[src/rtl/spi_master_cfg_if.sv]
// Interface bundling the system-side handshake and the SPI pins of
// spi_master_cfg.
//   master modport : used by the SPI master core (drives dout/done/busy and
//                    the SPI pins sclk/cs/mosi; receives newd/din/miso).
//   slave modport  : used by the surrounding system and the SPI slave
//                    (drives newd/din/miso; observes everything else).
interface spi_master_cfg_if #(
  parameter int DATA_W = 12
);
  logic              newd;
  logic [DATA_W-1:0] din;
  logic [DATA_W-1:0] dout;
  logic              done;
  logic              busy;
  logic              sclk;
  logic              cs;
  logic              mosi;
  logic              miso;

  modport master (
    input  newd, din, miso,
    output dout, done, busy, sclk, cs, mosi
  );

  modport slave (
    output newd, din, miso,
    input  dout, done, busy, sclk, cs, mosi
  );
endinterface

[src/rtl/spi_master_cfg.sv]
// Parametrised full-duplex SPI master.
//   clk, rst : system clock, synchronous active-high reset
//   bus      : spi_master_cfg_if.master
//              newd/din   start request and transmit word (sampled in IDLE)
//              dout/done  received word and one-cycle completion pulse
//              busy       high from acceptance through the DONE cycle
//              sclk/cs/mosi/miso  SPI pins (cs active low)
// Sequence: IDLE -> SETUP (CLK_DIV) -> XFER (2*DATA_W half-periods of
// CLK_DIV) -> HOLD (CLK_DIV) -> DONE (1) -> IDLE. All outputs registered.
module spi_master_cfg #(
  parameter int DATA_W    = 12,
  parameter int CLK_DIV   = 4,
  parameter int CPOL      = 0,
  parameter int CPHA      = 0,
  parameter int LSB_FIRST = 1
) (
  input  logic               clk,
  input  logic               rst,
  spi_master_cfg_if.master   bus
);

  localparam int DIV_W  = (CLK_DIV > 1) ? $clog2(CLK_DIV) : 1;
  localparam int EDGE_W = $clog2(2 * DATA_W + 1);
  localparam logic [DIV_W-1:0]  DIV_LAST  = DIV_W'(CLK_DIV - 1);
  localparam logic [EDGE_W-1:0] EDGES     = EDGE_W'(2 * DATA_W);
  localparam logic [EDGE_W-1:0] LAST_EDGE = EDGE_W'(2 * DATA_W - 1);

  typedef enum logic [2:0] {
    S_IDLE, S_SETUP, S_XFER, S_HOLD, S_DONE
  } state_e;

  state_e              state_q, state_d;
  logic [DIV_W-1:0]    div_q, div_d;
  logic [EDGE_W-1:0]   edge_cnt_q, edge_cnt_d;
  logic [DATA_W-1:0]   tx_q, tx_d;
  logic [DATA_W-1:0]   rx_q, rx_d;
  logic [DATA_W-1:0]   dout_q, dout_d;
  logic                sclk_q, sclk_d;
  logic                cs_q, cs_d;
  logic                mosi_q, mosi_d;
  logic                done_q, done_d;
  logic                busy_q, busy_d;
  logic                div_wrap;
  logic                fire;
  logic                sample_edge;

  function automatic logic first_bit(input logic [DATA_W-1:0] v);
    return (LSB_FIRST != 0) ? v[0] : v[DATA_W-1];
  endfunction

  function automatic logic [DATA_W-1:0] shift_out(input logic [DATA_W-1:0] v);
    return (LSB_FIRST != 0) ? {1'b0, v[DATA_W-1:1]} : {v[DATA_W-2:0], 1'b0};
  endfunction

  function automatic logic [DATA_W-1:0] shift_in(input logic [DATA_W-1:0] v,
                                                 input logic b);
    return (LSB_FIRST != 0) ? {b, v[DATA_W-1:1]} : {v[DATA_W-2:0], b};
  endfunction

  always_comb begin
    state_d    = state_q;
    div_d      = div_q;
    edge_cnt_d = edge_cnt_q;
    tx_d       = tx_q;
    rx_d       = rx_q;
    dout_d     = dout_q;
    sclk_d     = sclk_q;
    cs_d       = cs_q;
    mosi_d     = mosi_q;
    done_d     = 1'b0;
    busy_d     = busy_q;
    fire       = 1'b0;
    div_wrap   = (div_q == DIV_LAST);
    // Even edge index = leading edge of an SCLK period.
    sample_edge = (CPHA == 0) ? ~edge_cnt_q[0] : edge_cnt_q[0];

    case (state_q)
      S_IDLE: begin
        if (bus.newd) begin
          state_d    = S_SETUP;
          div_d      = '0;
          edge_cnt_d = '0;
          cs_d       = 1'b0;
          busy_d     = 1'b1;
          // CPHA=0 presents bit 0 now so it is stable before the first
          // leading (sampling) edge; the register then holds the rest.
          if (CPHA == 0) begin
            mosi_d = first_bit(bus.din);
            tx_d   = shift_out(bus.din);
          end else begin
            tx_d   = bus.din;
          end
        end
      end
      S_SETUP: begin
        if (div_wrap) begin
          div_d   = '0;
          state_d = S_XFER;
          fire    = 1'b1;
        end else begin
          div_d = div_q + 1'b1;
        end
      end
      S_XFER: begin
        // SCLK toggles at the start of each half-period; after the last
        // one it already rests at CPOL, so the final boundary only moves on.
        if (div_wrap) begin
          div_d = '0;
          if (edge_cnt_q == EDGES) state_d = S_HOLD;
          else                     fire    = 1'b1;
        end else begin
          div_d = div_q + 1'b1;
        end
      end
      S_HOLD: begin
        if (div_wrap) begin
          div_d   = '0;
          state_d = S_DONE;
          cs_d    = 1'b1;
          done_d  = 1'b1;
          dout_d  = rx_q;
        end else begin
          div_d = div_q + 1'b1;
        end
      end
      S_DONE: begin
        state_d = S_IDLE;
        busy_d  = 1'b0;
        mosi_d  = 1'b0;
      end
      default: state_d = S_IDLE;
    endcase

    if (fire) begin
      sclk_d     = ~sclk_q;
      edge_cnt_d = edge_cnt_q + 1'b1;
      if (sample_edge) begin
        rx_d = shift_in(rx_q, bus.miso);
      end else if (!((CPHA == 0) && (edge_cnt_q == LAST_EDGE))) begin
        mosi_d = first_bit(tx_q);
        tx_d   = shift_out(tx_q);
      end
    end
  end

  always_ff @(posedge clk) begin
    if (rst) begin
      state_q    <= S_IDLE;
      div_q      <= '0;
      edge_cnt_q <= '0;
      tx_q       <= '0;
      rx_q       <= '0;
      dout_q     <= '0;
      sclk_q     <= (CPOL != 0);
      cs_q       <= 1'b1;
      mosi_q     <= 1'b0;
      done_q     <= 1'b0;
      busy_q     <= 1'b0;
    end else begin
      state_q    <= state_d;
      div_q      <= div_d;
      edge_cnt_q <= edge_cnt_d;
      tx_q       <= tx_d;
      rx_q       <= rx_d;
      dout_q     <= dout_d;
      sclk_q     <= sclk_d;
      cs_q       <= cs_d;
      mosi_q     <= mosi_d;
      done_q     <= done_d;
      busy_q     <= busy_d;
    end
  end

  assign bus.dout = dout_q;
  assign bus.done = done_q;
  assign bus.busy = busy_q;
  assign bus.sclk = sclk_q;
  assign bus.cs   = cs_q;
  assign bus.mosi = mosi_q;

endmodule

[src/flat_wrapper.sv]
// flat-port wrapper written by rule: the top's interface ports become plain ports
module spi_master_cfg_flat 
#(
  parameter int DATA_W    = 12,
  parameter int CLK_DIV   = 4,
  parameter int CPOL      = 0,
  parameter int CPHA      = 0,
  parameter int LSB_FIRST = 1
)
  (clk, rst, bus_newd, bus_din, bus_miso, bus_dout, bus_done, bus_busy, bus_sclk, bus_cs, bus_mosi);
  spi_master_cfg_if #(.DATA_W(DATA_W)) bus_i ();
  input  logic clk;
  input  logic rst;
  input wire logic [$bits(bus_i.newd)-1:0] bus_newd;
  input wire logic [$bits(bus_i.din)-1:0] bus_din;
  input wire logic [$bits(bus_i.miso)-1:0] bus_miso;
  output wire logic [$bits(bus_i.dout)-1:0] bus_dout;
  output wire logic [$bits(bus_i.done)-1:0] bus_done;
  output wire logic [$bits(bus_i.busy)-1:0] bus_busy;
  output wire logic [$bits(bus_i.sclk)-1:0] bus_sclk;
  output wire logic [$bits(bus_i.cs)-1:0] bus_cs;
  output wire logic [$bits(bus_i.mosi)-1:0] bus_mosi;
  assign bus_i.newd = bus_newd;
  assign bus_i.din = bus_din;
  assign bus_i.miso = bus_miso;
  assign bus_dout = bus_i.dout;
  assign bus_done = bus_i.done;
  assign bus_busy = bus_i.busy;
  assign bus_sclk = bus_i.sclk;
  assign bus_cs = bus_i.cs;
  assign bus_mosi = bus_i.mosi;
  spi_master_cfg #(.DATA_W(DATA_W), .CLK_DIV(CLK_DIV), .CPOL(CPOL), .CPHA(CPHA), .LSB_FIRST(LSB_FIRST)) u_core (.clk(clk), .rst(rst), .bus(bus_i));
endmodule
[config.mk]
export PLATFORM = sky130hd
export DESIGN_NAME = spi_master_cfg_flat
export DESIGN_NICKNAME = d
export VERILOG_FILES = /design/src/rtl/spi_master_cfg_if.sv /design/src/rtl/spi_master_cfg.sv /design/src/flat_wrapper.sv
export SDC_FILE = /design/constraint.sdc
export NUM_CORES = 1
export LEC_CHECK = 0
export CORE_MARGIN = 5
export CORE_UTILIZATION = 35
export CTS_CLUSTER_DIAMETER = 200
export DETAILED_ROUTE_END_ITERATION = 10
export PLACE_DENSITY_LB_ADDON = 0.2
export RECOVER_POWER = 25
export SETUP_SLACK_MARGIN = 0.15
export SYNTH_ARGS = -nofsm -noshare
export SYNTH_HDL_FRONTEND = slang
export SYNTH_SLANG_ARGS = --single-unit
export TNS_END_PERCENT = 30
[constraint.sdc]
create_clock -name clk -period 2 [get_ports clk]
set_clock_uncertainty 0.15 [all_clocks]
set_input_delay 0.4 -clock clk [delete_from_list [all_inputs] [get_ports clk]]
set_output_delay 0.4 -clock clk [all_outputs]
set_load 0.03 [all_outputs]
==> results of run 1 <==
cells in the mapped netlist:
cell type	count	area share, %
a21o_1	1	0.34
nor4b_1	2	0.79
a211oi_1	1	0.34
and4b_1	1	0.45
nand2_1	53	8.9
and4bb_1	2	1.1
a211o_1	1	0.39
a21oi_1	32	7.2
inv_1	3	0.51
nand3_4	1	0.79
a311oi_2	9	6.1
nor2b_1	3	0.84
a311oi_1	2	0.79
a2111oi_0	1	0.39
buf_4	2	0.67
a31oi_1	2	0.56
a211oi_2	1	0.56
nor4b_2	1	0.67
nand3b_2	1	0.51
nor3_1	14	3.1
a21oi_2	1	0.39
dfxtp_1	51	46
ha_1	3	1.7
nand3_1	22	4.9
nand4b_1	2	0.79
clkbuf_1	9	1.5
buf_1	1	0.17
o21ai_0	15	3.4
buf_6	3	1.5
nor2_1	5	0.84
xnor2_1	2	0.79
buf_2	7	1.6
o31a_1	1	0.39
or3_1	2	0.56
and3_1	1	0.28
o21a_1	1	0.34
cell families after synthesis:
group           Yosys count  share of synthesized area [%]
xor+xnor                  2                          0.786
compound gates           68                           21.1
fa+ha+maj                 3                           1.68
simple gates            110                           24.6
buf+inv                  25                           5.95
flops                    51                           45.8
what timing repair did:
action / 4_1_cts / 5_1_grt
resized for setup: 5 / 22
gates cloned: 0 / 2
pin swaps: 0 / 11
setup buffers: 0 / 4
endpoints found under the hold margin: 0 / 0
endpoints found under the setup margin: 18 / 42
how the worst min path moves through the flow:
stage                       start                  to
6_report           u_core.rx_q[0]  u_core.bus.dout[0]
2_1_floorplan      u_core.rx_q[0]  u_core.bus.dout[0]
3_3_place_gp   u_core.bus.dout[3]  u_core.bus.dout[3]
5_1_grt        u_core.bus.dout[4]  u_core.bus.dout[4]
4_1_cts            u_core.rx_q[0]  u_core.bus.dout[0]
3_5_place_dp       u_core.rx_q[0]  u_core.bus.dout[0]
final cells by class:
class                           instances  area [um^2]  area share, %
Clock inverter                          3         46.3           1.61
Timing Repair Buffer                   52          512           17.8
Sequential cell                        51         1030           35.7
Inverter                                3         11.3          0.392
Multi-Input combinational cell        184         1110           38.8
Clock buffer                            5         68.8           2.39
Tap cell                               77         96.3           3.35
power groups by stage:
stage	logic [mW]	clock network (mW)	registers (mW)
final	0.149	0.730	1.05
after detailed placement	0.153	0	1.07
after global placement	0.152	0	1.07
after CTS	0.150	0.754	1.05
after global routing	0.164	0.791	1.05
after floorplan	0.0777	0	1.08
flip-flops by register name, indices dropped and copies added (netlist names):
register	count
u_core.tx_q	12
u_core.bus.dout	12
u_core.state_q	3
u_core.bus.busy	1
u_core.bus.sclk	1
u_core.bus.cs	1
u_core.edge_cnt_q	5
u_core.bus.mosi	1
u_core.rx_q	12
u_core.div_q	2
u_core.bus.done	1
per-layer routing:
metal	global-route usage [%]	vias to the layer above	share of wire [%]
met1	14.5	849	50
met3	3.51	2	4.2
met5	0	-	0
li1	-	994	-
met2	19.0	26	46
met4	3.40	0	0.61
through the flow:
| step | instances | worst slack, ns | cell area, um^2 |
|---|---|---|---|
| floorplan | 259 | 0.158 | 2240 |
| global placement | 361 | 0.0510 | 2660 |
| detailed placement | 361 | -0.00382 | 2660 |
| CTS | 369 | 0.127 | 2770 |
| global route | 375 | 0.0705 | 2880 |
| finish | 375 | 0.146 | 2880 |
==> impl_metrics.py, run 1 <==
metrics = {
    "outcome": {
        "status": "finished, final reports clean",
    },
    "synth": {
        "yosysWarnings": 0,
        "synth_cells": 259,
        "yosysUniqueCellTypes": 36,
        "seq_area_frac_synth_pct": 45.8,
        "syn_area_um2": 2230,
        "synth_nets": 278,
        "synth.ff_latch_count": 51,
        "avgSynthCellArea_um2": 8.60,
    },
    "cells_and_area": {
        "nets": 316,
        "final_common_cell": "nand2_1",
        "area_growth_pct": 29.0,
        "nFillCells": 630,
        "fin_util_pct": 45.8,
        "drive_gt1_share_pct": 17.1,
        "final_cell_mix": "53 x nand2_1, 49 x dfxtp_1, 32 x a21oi_1",
        "diodes": 0,
    },
    "cts": {
        "clock_latency_ns": 0.30,
        "cts_max_level": 2,
        "cts_buffer_depth": 2,
        "cts_sinks": 51,
        "cts_buffers": 5,
        "path_clk_slew_ns": 0.10,
        "tritoncts": "yes",
        "hold_buffers": 0,
        "cts_root_buffer": "clkbuf_8",
    },
    "timing": {
        "clock.fmax_ghz": 0.540,
        "rsz0062_at_grt": "yes",
        "fin_hold_ws_ns": 0.304,
        "maxSlewHeadroom_pct": 66.1,
        "worst_slew_pin_slew_ns": 0.508,
        "finalSetupViolations": 0,
        "hold_viol_final": 0,
        "slew_violations": 0,
        "fin_setup_tns_ns": 0,
        "timing.final.crit_share_pct": 92.7,
        "period_minus_slack_ns": 1.85,
    },
    "setup_path": {
        "startpoint": "u_core.bus.dout[8]",
        "critPathBufInv": 1,
        "worstSetupEndpointType": "output port",
        "reg2reg_to": "u_core.tx_q[9]",
        "path_depth": 1,
        "slowest_delay_ns": 0.67,
        "crit_end": "bus_dout[8]",
        "r2r_slack_ns": 0.21,
        "crit_fanout": 2,
        "cpMaxStageDelayCell": "clkdlybuf4s50_1",
        "cp_top_family": "buffers and inverters",
        "rr_worst_depth": 7,
        "worstReg2RegStart": "u_core.edge_cnt_q[0]",
        "crit_required_ns": 1.45,
        "critPathKind": "reg -> out",
        "crit_path_cell_trace": "clkdlybuf4s50_1",
        "startpoint_type": "flip-flop",
        "critPathArrivalTime_ns": 1.30,
    },
    "power_and_ir_drop": {
        "clockPowerShare_pct": 37.9,
        "max-vdd-ir-drop_v": 0.000312,
        "seq_power_share_pct": 54.4,
        "power_density_nw_per_um2": 671,
        "switching_share_pct": 22.9,
        "p_int_mw": 1.49,
        "p_total_mw": 1.93,
        "power.switching_mw": 0.442,
        "combPwrFrac_pct": 7.7,
        "power_leakage_nw": 0.945,
    },
    "grt": {
        "first_global_vias": 1729,
        "antenna_found_initial": 0,
        "grt_max_degree": 23,
        "grt_pass1_wl_mm": 8.07,
        "track_usage_pct": 11.6,
        "overflow": 0,
    },
    "die": {
        "row_count": 29,
        "die_w_um": 89.8,
        "num_io_pins": 33,
        "start_util_pct": 35.5,
        "die_y_um": 89.8,
        "core_um2": 6280,
        "dieArea_um2": 8060,
    },
    "run": {
        "maxCapViolations": 0,
    },
    "drt": {
        "wirelength_mm": 4.77,
        "vias": 1871,
        "vias_per_cell": 4.99,
        "drtIter0Drc": 97,
        "ant_nets": 0,
        "routedWlPerCell_um": 12.7,
        "route.detailed.drc": 0,
        "first_pass_iters": 4,
    },
    "hold_path": {
        "hold_class": "reg -> reg",
        "hold_depth": 2,
    },
    "placed_design": {
        "place_hpwl_mm": 3.13,
        "gp_routability_congestion": 0.728,
        "portBuffers": 32,
    },
}
Note: power is estimated with default switching activity, not from simulation.
==> run 2, diff against run 1 <==
CORE_MARGIN = 2   (was 5)
CORE_UTILIZATION = 48   (was 35)
==> impl_metrics.py, run 2 (synthesized netlist as in run 1, its figures left out) <==
metrics = {
    "outcome": {
        "status": "finished, final reports clean",
    },
    "setup_path": {
        "critPathArrivalTime_ns": 1.31,
        "crit_path_cell_trace": "clkdlybuf4s50_1",
        "rr_worst_depth": 5,
        "startpoint_type": "flip-flop",
        "critPathBufInv": 1,
        "worstReg2RegStart": "u_core.div_q[0]",
        "worstSetupEndpointType": "output port",
        "reg2reg_to": "u_core.tx_q[11]",
        "slowest_delay_ns": 0.67,
        "cp_top_family": "buffers and inverters",
        "crit_required_ns": 1.45,
        "crit_fanout": 2,
        "r2r_slack_ns": 0.19,
        "cpMaxStageDelayCell": "clkdlybuf4s50_1",
        "critPathKind": "reg -> out",
    },
    "hold_path": {
        "worstHoldEndpoint": "u_core.bus.dout[3]",
        "hold_class": "reg -> reg",
        "min_from": "u_core.bus.dout[3]",
        "hold_depth": 2,
    },
    "timing": {
        "timing.final.crit_share_pct": 92.8,
        "clock.fmax_ghz": 0.539,
        "period_minus_slack_ns": 1.86,
        "rsz0062_at_grt": "yes",
        "slew_violations": 0,
        "worst_slew_pin_slew_ns": 0.515,
        "fin_ws_ns": 0.143,
        "finalSetupViolations": 0,
        "fin_setup_tns_ns": 0,
        "maxSlewHeadroom_pct": 65.7,
        "hold_viol_final": 0,
    },
    "cts": {
        "cts_root_buffer": "clkbuf_8",
        "path_clk_slew_ns": 0.09,
        "cts_buffer_depth": 2,
        "cts_buffers": 5,
        "tritoncts": "yes",
        "hold_buffers": 0,
        "cts_max_level": 2,
        "clock_latency_ns": 0.30,
        "cts_sinks": 51,
    },
    "die": {
        "num_io_pins": 33,
        "die_y_um": 72.1,
        "dieArea_um2": 5200,
        "core_um2": 4410,
        "start_util_pct": 50.5,
        "row_count": 24,
        "die_w_um": 72.1,
    },
    "grt": {
        "grt_busiest_layer": "met2",
        "antenna_found_initial": 0,
        "first_global_vias": 1725,
        "overflow": 0,
        "use_met3_pct": 4.03,
        "grt_max_degree": 26,
        "track_usage_pct": 18.4,
        "met2_usage_pct": 29.8,
        "use_met1_pct": 23.6,
        "grt_pass1_wl_mm": 7.63,
    },
    "placed_design": {
        "place_area_um2": 2630,
        "dp_slack_ns": 0.149,
        "portBuffers": 32,
        "gp_routability_congestion": 0.744,
        "place_hpwl_mm": 3.05,
    },
    "power_and_ir_drop": {
        "p_total_mw": 1.77,
        "power_leakage_nw": 0.931,
        "power_density_nw_per_um2": 642,
        "max-vdd-ir-drop_v": 0.000310,
    },
    "drt": {
        "first_pass_iters": 4,
        "routedWlPerCell_um": 13.0,
        "vias": 1919,
        "ant_nets": 0,
        "wirelength_mm": 4.55,
        "vias_per_cell": 5.47,
        "route.detailed.drc": 0,
        "drtIter0Drc": 109,
    },
    "cells_and_area": {
        "final_cell_mix": "53 x nand2_1, 48 x dfxtp_1, 32 x a21oi_1",
        "drive_gt1_share_pct": 15.7,
        "nFillCells": 404,
        "final_common_cell": "nand2_1",
        "design_area_um2": 2750,
        "nets": 317,
        "fin_util_pct": 62.4,
        "ff_latch_area_um2": 1030,
        "area_growth_pct": 23.6,
        "multi_input_area_um2": 1090,
        "diodes": 0,
    },
    "run": {
        "maxCapViolations": 0,
    },
}
-- run 2: how the worst max path moves through the flow --
| stage | cells past startpoint | endpoint | start | slack [ns] |
|---|---|---|---|---|
| final | 1 | bus_dout[6] | u_core.bus.dout[6] | 0.14 |
| after global routing | 6 | u_core.edge_cnt_q[3] | u_core.div_q[0] | 0.07 |
| after CTS | 1 | bus_dout[7] | u_core.bus.dout[7] | 0.13 |
| after detailed placement | 5 | u_core.tx_q[6] | bus_newd | 0.15 |
| after global placement | 5 | u_core.tx_q[2] | bus_newd | 0.17 |
| after floorplan | 9 | u_core.tx_q[10] | u_core.edge_cnt_q[0] | 0.16 |
-- run 2: worst register-to-register path: stages, from the launching register on --
cell and delay (ns):
dfxtp_1 0.41, ha_4 0.19, and4bb_1 0.26, a21o_1 0.21
nand3_4 0.22, and4b_1 0.27
-- run 2: repair_timing --
item,4_1_cts,5_1_grt
gates resized for setup,4,7
setup endpoints to repair,16,53
setup buffers,0,5
-- run 2: per-stage QoR --
| step | cells | hold WS [ns] |
|---|---|---|
| finish | 351 | 0.305 |
| global route | 351 | 0.325 |
| CTS | 346 | 0.308 |
| detailed placement | 338 | 0.296 |
| global placement | 338 | 0.291 |
| floorplan | 259 | 0.278 |
-- run 2: where the power goes --
part	internal (mW)	switching, mW
logic	0.0709	0.0753
clock network	0.245	0.328
registers	1.03	0.0131
-- run 2: final cells by class --
cell class	count	area share, %
tap	52	2.36
clock buffer	6	2.64
timing repair buffer	54	17.4
inverter	3	0.409
multi-input combinational	183	39.5
sequential	51	37.3
clock inverter	2	0.454
-- run 2: per-layer routing --
| layer | share of wire (%) | up-vias |
|---|---|---|
| met5 | 0 | - |
| met3 | 4.4 | 7 |
| li1 | - | 994 |
| met1 | 47 | 874 |
| met4 | 1.5 | 0 |
| met2 | 47 | 44 |
